**config.mk**
```make
export PLATFORM = sky130hd
export DESIGN_NAME = cpu_run_ctrl_flat
export DESIGN_NICKNAME = d
export VERILOG_FILES = /design/src/rtl/cpu_run_ctrl_if.sv /design/src/rtl/cpu_run_ctrl.sv /design/src/flat_wrapper.sv
export SDC_FILE = /design/constraint.sdc
export NUM_CORES = 1
export LEC_CHECK = 0
export CAP_MARGIN = 25
export CORE_MARGIN = 1
export CORE_UTILIZATION = 45
export CTS_BUF_LIST = sky130_fd_sc_hd__clkbuf_2
export DETAILED_ROUTE_END_ITERATION = 8
export PLACE_DENSITY_LB_ADDON = 0.05
export SLEW_MARGIN = 20
export SYNTH_ARGS = -nofsm -noshare
export SYNTH_HDL_FRONTEND = slang
export SYNTH_SLANG_ARGS = --single-unit
```
**constraint.sdc**
```tcl
create_clock -name clk -period 2.69 [get_ports clk]
set_input_delay 0.807 -clock clk [delete_from_list [all_inputs] [get_ports clk]]
set_output_delay 0.807 -clock clk [all_outputs]
set_load 0.01 [all_outputs]
```
**src/rtl/cpu_run_ctrl_if.sv**
```systemverilog
// cpu_run_ctrl_if: control/status bundle between a run sequencer and its host.
// CPU_RUN_CTRL_STEP_EN adds the single-step controls.
interface cpu_run_ctrl_if #(parameter int CNT_W = 32);
  logic start, clear, cpu_stop;
  logic cpu_en, core_rst_n, running, done, timed_out;
  logic [CNT_W-1:0] cycle_count;
`ifdef CPU_RUN_CTRL_STEP_EN
  logic step_mode, step;
  modport master (output start, clear, cpu_stop, step_mode, step,
                  input cpu_en, core_rst_n, running, done, timed_out, cycle_count);
  modport slave (input start, clear, cpu_stop, step_mode, step,
                 output cpu_en, core_rst_n, running, done, timed_out, cycle_count);
`else
  modport master (output start, clear, cpu_stop,
                  input cpu_en, core_rst_n, running, done, timed_out, cycle_count);
  modport slave (input start, clear, cpu_stop,
                 output cpu_en, core_rst_n, running, done, timed_out, cycle_count);
`endif
endinterface

```
**src/rtl/cpu_run_ctrl.sv**
```systemverilog
// cpu_run_ctrl: arms, clocks (via enable) and watches a single-cycle core until stop or watchdog.
// Optional single-step control is built when CPU_RUN_CTRL_STEP_EN is defined.
module cpu_run_ctrl #(
  parameter int DIV = 3,
  parameter int ARM_CYCLES = 2,
  parameter int CNT_W = 32,
  parameter int unsigned TIMEOUT = 1000000
) (
  input logic clk,
  input logic rst_n,
  cpu_run_ctrl_if.slave bus
);
  localparam int DW = DIV > 1 ? $clog2(DIV) : 1;
  localparam int AW = ARM_CYCLES > 1 ? $clog2(ARM_CYCLES) : 1;
  localparam logic [DW-1:0] DIV_LAST = DW'(DIV - 1);
  localparam logic [AW-1:0] ARM_LAST = AW'(ARM_CYCLES - 1);
  localparam logic [CNT_W-1:0] TO_LAST = CNT_W'(TIMEOUT - 1);
  typedef enum logic [2:0] {IDLE, ARM, RUN, HALT, TOUT} state_t;
  state_t state, state_d;
  logic [DW-1:0] div_cnt, div_d;
  logic [AW-1:0] arm_cnt, arm_d;
  logic [CNT_W-1:0] cnt, cnt_d;
  logic start_q, start_rise, tick, freeze;
`ifdef CPU_RUN_CTRL_STEP_EN
  assign freeze = bus.step_mode;
  assign tick = freeze ? bus.step : div_cnt == DIV_LAST;
`else
  assign freeze = 1'b0;
  assign tick = div_cnt == DIV_LAST;
`endif
  assign start_rise = bus.start & ~start_q;
  assign bus.cpu_en = (state == RUN) & tick & ~bus.cpu_stop;
  assign bus.core_rst_n = state inside {RUN, HALT, TOUT};
  assign bus.running = state == RUN;
  assign bus.done = state inside {HALT, TOUT};
  assign bus.timed_out = state == TOUT;
  assign bus.cycle_count = cnt;
  always_comb begin
    state_d = state;
    div_d = div_cnt;
    arm_d = arm_cnt;
    cnt_d = cnt;
    case (state)
      IDLE, HALT, TOUT: if (start_rise) begin
        state_d = ARM;
        arm_d = '0;
        cnt_d = '0;
      end
      ARM: begin
        arm_d = arm_cnt + 1'b1;
        if (arm_cnt == ARM_LAST) begin
          state_d = RUN;
          div_d = '0;
        end
      end
      RUN: begin
        div_d = (freeze || div_cnt == DIV_LAST) ? '0 : div_cnt + 1'b1;
        if (bus.cpu_stop) state_d = HALT;
        else if (bus.cpu_en) begin
          cnt_d = &cnt ? cnt : cnt + 1'b1;
          if (TIMEOUT != 0 && cnt == TO_LAST) state_d = TOUT;
        end
      end
      default: state_d = IDLE;
    endcase
    if (bus.clear) begin
      state_d = IDLE;
      cnt_d = '0;
      div_d = '0;
    end
  end
  always_ff @(posedge clk or negedge rst_n)
    if (!rst_n) begin
      state <= IDLE;
      div_cnt <= '0;
      arm_cnt <= '0;
      cnt <= '0;
      start_q <= 1'b0;
    end else begin
      state <= state_d;
      div_cnt <= div_d;
      arm_cnt <= arm_d;
      cnt <= cnt_d;
      start_q <= bus.start;
    end
endmodule

```
**src/flat_wrapper.sv**
```systemverilog
// flat-port wrapper written by rule: the top's interface ports become plain ports
module cpu_run_ctrl_flat 
#(
  parameter int DIV = 3,
  parameter int ARM_CYCLES = 2,
  parameter int CNT_W = 32,
  parameter int unsigned TIMEOUT = 1000000
)
  (clk, rst_n, bus_start, bus_clear, bus_cpu_stop, bus_cpu_en, bus_core_rst_n, bus_running, bus_done, bus_timed_out, bus_cycle_count);
  cpu_run_ctrl_if #(.CNT_W(CNT_W)) bus_i ();
  input logic clk;
  input logic rst_n;
  input wire logic [$bits(bus_i.start)-1:0] bus_start;
  input wire logic [$bits(bus_i.clear)-1:0] bus_clear;
  input wire logic [$bits(bus_i.cpu_stop)-1:0] bus_cpu_stop;
  output wire logic [$bits(bus_i.cpu_en)-1:0] bus_cpu_en;
  output wire logic [$bits(bus_i.core_rst_n)-1:0] bus_core_rst_n;
  output wire logic [$bits(bus_i.running)-1:0] bus_running;
  output wire logic [$bits(bus_i.done)-1:0] bus_done;
  output wire logic [$bits(bus_i.timed_out)-1:0] bus_timed_out;
  output wire logic [$bits(bus_i.cycle_count)-1:0] bus_cycle_count;
  assign bus_i.start = bus_start;
  assign bus_i.clear = bus_clear;
  assign bus_i.cpu_stop = bus_cpu_stop;
  assign bus_cpu_en = bus_i.cpu_en;
  assign bus_core_rst_n = bus_i.core_rst_n;
  assign bus_running = bus_i.running;
  assign bus_done = bus_i.done;
  assign bus_timed_out = bus_i.timed_out;
  assign bus_cycle_count = bus_i.cycle_count;
  cpu_run_ctrl #(.DIV(DIV), .ARM_CYCLES(ARM_CYCLES), .CNT_W(CNT_W), .TIMEOUT(TIMEOUT)) u_core (.clk(clk), .rst_n(rst_n), .bus(bus_i));
endmodule
```
==> results of run 1 <==
==> power breakdown <==
| part | internal (uW) | switching [uW] | total, uW |
|---|---|---|---|
| Combinational | 253 | 267 | 520 |
| Clock | 71.0 | 205 | 276 |
| Sequential | 635 | 56.0 | 691 |
| Total | 958 | 529 | 1490 |
==> layout by cell type (no fill, tap or decap), types with 5 or more instances in the layout <==
cell             instances
nor3_1                   8
clkbuf_2                 8
nor2_1                  16
nand2_1                 31
buf_4                   54
nand4_1                 13
dfrtp_1                 37
nor4_1                   7
a41oi_1                  8
inv_1                   12
a31oi_1                 28
nand3_1                 24
clkdlybuf4s50_1         35
and3_1                   5
o21ai_0                 11
a21oi_1                  7
==> worst paths after layout <==
check / start / end / slack (ps) / depth (start not counted)
worst max-delay path: u_core.state[2] / bus_core_rst_n / 130 / 5
worst min-delay path: rst_n / u_core.div_cnt[1] / 300 / 1
worst max register to register: u_core.state[2] / u_core.bus.cycle_count[19] / 290 / 9
worst min register to register: u_core.bus.cycle_count[19] / u_core.bus.cycle_count[19] / 540 / 1
max in group asynchronous: rst_n / u_core.bus.cycle_count[21] / 1690 / 2
min in group clk: u_core.bus.cycle_count[19] / u_core.bus.cycle_count[19] / 540 / 1
==> sequential cells by signal, indices dropped and copies added (netlist names) <==
signal	flops
u_core.bus.cycle_count	32
u_core.state	3
u_core.div_cnt	2
u_core.arm_cnt	1
u_core.start_q	1
==> area by class of cell <==
cell class	count	area (um2)	area share [%]
Tap cell	70	87.58	2.560
Clock buffer	7	35.03	1.024
Sequential cell	39	978.4	28.60
Clock inverter	1	5.005	0.1463
Multi-Input combinational cell	225	1429	41.77
Inverter	12	45.04	1.317
Timing Repair Buffer	97	840.8	24.58
==> stage by stage <==
stage	setup slack [ps]	cells	total power, uW
5_1_grt	29.28	451	1571
6_report	130.5	451	1487
3_3_place_gp	-352.2	440	1195
4_1_cts	3.631	449	1470
3_5_place_dp	-338.0	440	1204
2_1_floorplan	162.4	295	960.1
==> worst max-delay path, delay by kind of cell (launching register included) <==
kind                   cells  cell delay (ps)
flip-flops                 1              420
buffers and inverters      3              440
AND/OR/NAND/NOR            2              500
==> what timing repair did <==
item / CTS / global route
setup endpoints to repair: 4 / 22
pin swaps: 1 / 1
setup buffers: 1 / 2
gates resized for setup: 8 / 2
hold buffers: 0 / 0
==> logic make-up after synthesis <==
group | after synthesis | share of synthesized area, %
AND/OR/NAND/NOR | 136 | 30.20
AO/OA/AOI/OAI | 85 | 23.97
flip-flops | 39 | 38.56
buffers and inverters | 31 | 5.586
multiplexers | 3 | 1.186
adder cells (fa/ha/maj) | 1 | 0.4942
==> routing by layer <==
layer / vias to the layer above / global-route usage (%)
met5: - / 0
met4: 0 / 9.811
met3: 21 / 4.167
met2: 165 / 43.48
met1: 1317 / 40.65
li1: 1312 / -
==> flow_summary.toml, run 1 <==
[outcome]
status = "completed"

[yosys]
yosysTopAreaCell = "dfrtp_1"
synth.area.top_cells = "dfrtp_1 39%, a31oi_1 6.9%, nand3_1 4.7%, nand2_1 4.6%, nand4_1 3.2%"
synth_seq_cells = 39
avgSynthCellArea_um2 = 8.580
synth_top_flop_cell = "dfrtp_1"
synth_nets = 301
synth_async_sr_flop_share_pct = 100.0
ys.warnings.count = 0
ys_seq_area_share_pct = 38.56
yosysMostFrequentCell = "dfrtp_1"
synth_edf_count = 0
yosysUniqueCellTypes = 53
synth_common_cells = "39 x dfrtp_1, 31 x nand2_1, 28 x a31oi_1"
netlist_instances = 295
netlist.area_leader.share_pct = 38.56
syn-cell-area_um2 = 2531

[sta]
holdWs_ps = 295.7
finalHoldViolations = 0
rsz0062_at_grt = "false"
min_period_ps = 2559
fin_crit_sh_pct = 95.15
finClkSkew_ps = 23.92
finalSetupViolCount = 0
fin_tns_setup_ps = 0
slew_violations = 0
fmax_ghz = 0.3907
worst_pin_slew_ps = 617.8
maxSlewHeadroom_pct = 58.82

[setup_path]
crit_required_ps = 1880
path_class = "register to primary output"
crit_chain = "buf_4, inv_1, or3_1, nand2_1, dlygate4sd2_1"
crit_path_end_kind = "primary output"
cp_slowest_cell = "dfrtp_2"
cp_slowest_stage_delay_ps = 420
start_kind = "register"
worstPathArrival_ps = 1750
crit_fanout = 4

[drt]
ant_nets = 0
wl_per_cell_um = 17.70
via_count = 2815
drc = 0
drt_iter0_drc = 202
dr_wl_met3_um = 604
dr.max_layer_used = "met4"
met2WireLength_um = 3561
viasPerCell = 6.242
first_pass_iters = 5
routedLengthMet1_um = 3645
drt-total-wl_um = 7982

[run]
drv_cap = 0

[grt]
overflow = 0
antenna_found_initial = 0
grt_pass1_wl_um = 13210
grtUsageTotal_pct = 28.36
grt_max_degree = 23
grt_pass1_vias = 2580

[floorplanning]
die_h_um = 77
ioPinCount = 42
core_um2 = 5270
die-area_um2 = 5929
die_w_um = 77
core.rowCount = 26
initial_core_util_pct = 48.03

[clock_tree]
clkTransAtPathRegs_ps = 220
cts_sinks = 39
htreeDepth = 2
root_buffer = "clkbuf_2"
cts_tree = "yes"
clkLatencyLatePin_ps = 410
clk_path_buf_depth = 2
cts_buffers = 5

[cells_and_area]
diodes = 0
final_area_um2 = 3421
postLayoutCoreUtil_pct = 64.91
drive_gt1_share_pct = 22.57
nets = 386
fillCellCount = 478
area.growth.synth_to_final_pct = 35.15

[placement]
hpwlAfterDp_um = 5642
dpl-instance-area_um2 = 3363
io_buffers = 41
gp_congestion = 0.9156

[power]
leakage_uw = 0.001447
vdd_drop_max_v = 0.0002842
p_per_area_nw_per_um2 = 434.7

[worst_hold_path]
hp-class = "input port to async pin"
Note: power is estimated with default switching activity, not from simulation.
==> run 2, diff against run 1 <==
--- a/config.mk
+++ b/config.mk
@@ -7,7 +7,7 @@
 export LEC_CHECK = 0
 export CAP_MARGIN = 25
 export CORE_MARGIN = 1
-export CORE_UTILIZATION = 45
+export CORE_UTILIZATION = 55
 export CTS_BUF_LIST = sky130_fd_sc_hd__clkbuf_2
 export DETAILED_ROUTE_END_ITERATION = 8
 export PLACE_DENSITY_LB_ADDON = 0.05
==> flow_summary.toml, run 2 (synthesis gave the netlist of run 1 again) <==
[cells_and_area]
final_common_cell = "dfrtp_1"
largest_reg_flops = 32
drive_gt1_share_pct = 16.57
nets = 361
final_area_um2 = 3209
seq_area_um2 = 979.7
multi_input_area_um2 = 1426
postLayoutCoreUtil_pct = 73.20
fillCellCount = 358
area.growth.synth_to_final_pct = 26.79
fin_cells = 408
diodes = 0
final_cell_mix = "36 x dfrtp_1, 34 x clkdlybuf4s50_1, 31 x nand2_1"

[clock_tree]
clkTransAtPathRegs_ps = 210
cts_tree = "yes"
htreeDepth = 2
root_buffer = "clkbuf_2"
cts_sinks = 39
ctsHoldBuffers = 0
clkLatencyLatePin_ps = 410
cts_buffers = 5
clk_path_buf_depth = 2

[floorplanning]
die_h_um = 69.84
die-area_um2 = 4878
core_um2 = 4384
core.rowCount = 24
ioPinCount = 42
die_w_um = 69.84
initial_core_util_pct = 57.73

[sta]
maxSlewHeadroom_pct = 45.36
rsz0062_at_grt = "false"
fin_crit_sh_pct = 96.00
slew_violations = 0
finalHoldViolations = 0
worst_pin_slew_ps = 812.1
finalSetupViolCount = 0
finClkSkew_ps = 17.55
fmax_ghz = 0.3872
min_period_ps = 2583
holdWs_ps = 210.8

[power]
fin_total_pwr_uw = 1443
p_per_area_nw_per_um2 = 449.6
leakage_uw = 0.001323
vdd_drop_max_v = 0.0002803

[drt]
viasPerCell = 6.770
wl_per_cell_um = 18.35
drt-total-wl_um = 7487
drt_iter0_drc = 238
via_count = 2762
drc = 0
ant_nets = 0
first_pass_iters = 5

[setup_path]
cp_slowest_stage_delay_ps = 620
rrSetupSlack_ps = 110
worstReg2RegEnd = "u_core.bus.cycle_count[4]"
crit_chain = "nand3_1, or4_4, o31ai_4, buf_4, nand2_4, a31oi_1"
critPathTopFamily = "simple AND/OR/NAND/NOR gates"
ff2ff_path_depth = 6
cp_slowest_cell = "or4_4"
crit_path_end_kind = "register"
path_class = "register to register"
start_kind = "register"
rr_startpoint = "u_core.bus.cycle_count[12]"
crit_required_ps = 3030
path_buf_inv = 1
crit_fanout = 23
worstPathArrival_ps = 2930

[run]
drv_cap = 0

[placement]
dpl-instance-area_um2 = 3126
hpwlAfterDp_um = 5015
io_buffers = 41
gp_congestion = 0.9140
dp.cells = 395

[grt]
use_met1_pct = 45.28
grtUsageTotal_pct = 32.48
grtUsageMet3_pct = 6.977
gr-max-usage-layer = "met2"
grt_max_degree = 24
grt_pass1_wl_um = 12770
grt.met2_usage_pct = 50.21
grt_pass1_vias = 2551
antenna_found_initial = 0
overflow = 0

[worst_hold_path]
hp-class = "input port to async pin"

[outcome]
status = "completed"
[run 2: repair_timing]
action | CTS | global route
resized for setup | 8 | 3
setup endpoints to repair | 4 | 24
buffers inserted | 4 | 1
pin swaps | 1 | 2
[run 2: worst max path at each step]
stage	start	end	slack, ps	depth (start not counted)
after floorplan	bus_clear	u_core.bus.cycle_count[26]	160	6
after global placement	bus_cpu_stop	bus_cpu_en	-360	4
after detailed placement	bus_cpu_stop	bus_cpu_en	-370	4
after CTS	u_core.state[2]	bus_cpu_en	7	5
after global routing	u_core.bus.cycle_count[12]	u_core.bus.cycle_count[27]	5	6
final	u_core.bus.cycle_count[12]	u_core.bus.cycle_count[4]	110	6
[run 2: power by group]
group	switching (uW)	internal, uW	total [uW]	leakage [uW]
Sequential	54.7	634	689	0.000532
Combinational	265	226	491	0.000767
Clock	205	57.9	263	0.0000241
Total	525	918	1440	0.00132
[run 2: final cells by class]
class / count / share of cell area, %
clock buffers: 5 / 0.7797
clock inverters: 3 / 0.4678
inverters: 12 / 1.404
well taps: 52 / 2.027
flip-flops and latches: 39 / 30.53
multi-input cells: 225 / 44.44
repair buffers: 72 / 20.35
[run 2: layer usage]
metal | up-vias | share of wire (%) | wire, um
li1 | 1270 | - | -
met1 | 1325 | 43 | 3216
met2 | 149 | 46 | 3455
met3 | 18 | 8.7 | 648
met4 | 0 | 2.2 | 167
met5 | - | 0 | 0
[run 2: per-stage QoR]
| stage | setup slack (ps) | setup TNS (ps) |
|---|---|---|
| 6_report | 107.5 | 0 |
| 5_1_grt | 4.974 | 0 |
| 4_1_cts | 6.755 | 0 |
| 3_5_place_dp | -371.2 | -2948 |
| 3_3_place_gp | -363.0 | -2243 |
| 2_1_floorplan | 162.4 | 0 |
==> run 3, diff against run 2 <==
--- a/config.mk
+++ b/config.mk
@@ -10,6 +10,7 @@
 export CORE_UTILIZATION = 55
 export CTS_BUF_LIST = sky130_fd_sc_hd__clkbuf_2
 export DETAILED_ROUTE_END_ITERATION = 8
+export HOLD_SLACK_MARGIN = 0.05
 export PLACE_DENSITY_LB_ADDON = 0.05
 export SLEW_MARGIN = 20
 export SYNTH_ARGS = -nofsm -noshare
==> results of run 3 <==
Same layout as run 2: the final DEF is identical, and so are final timing and power.
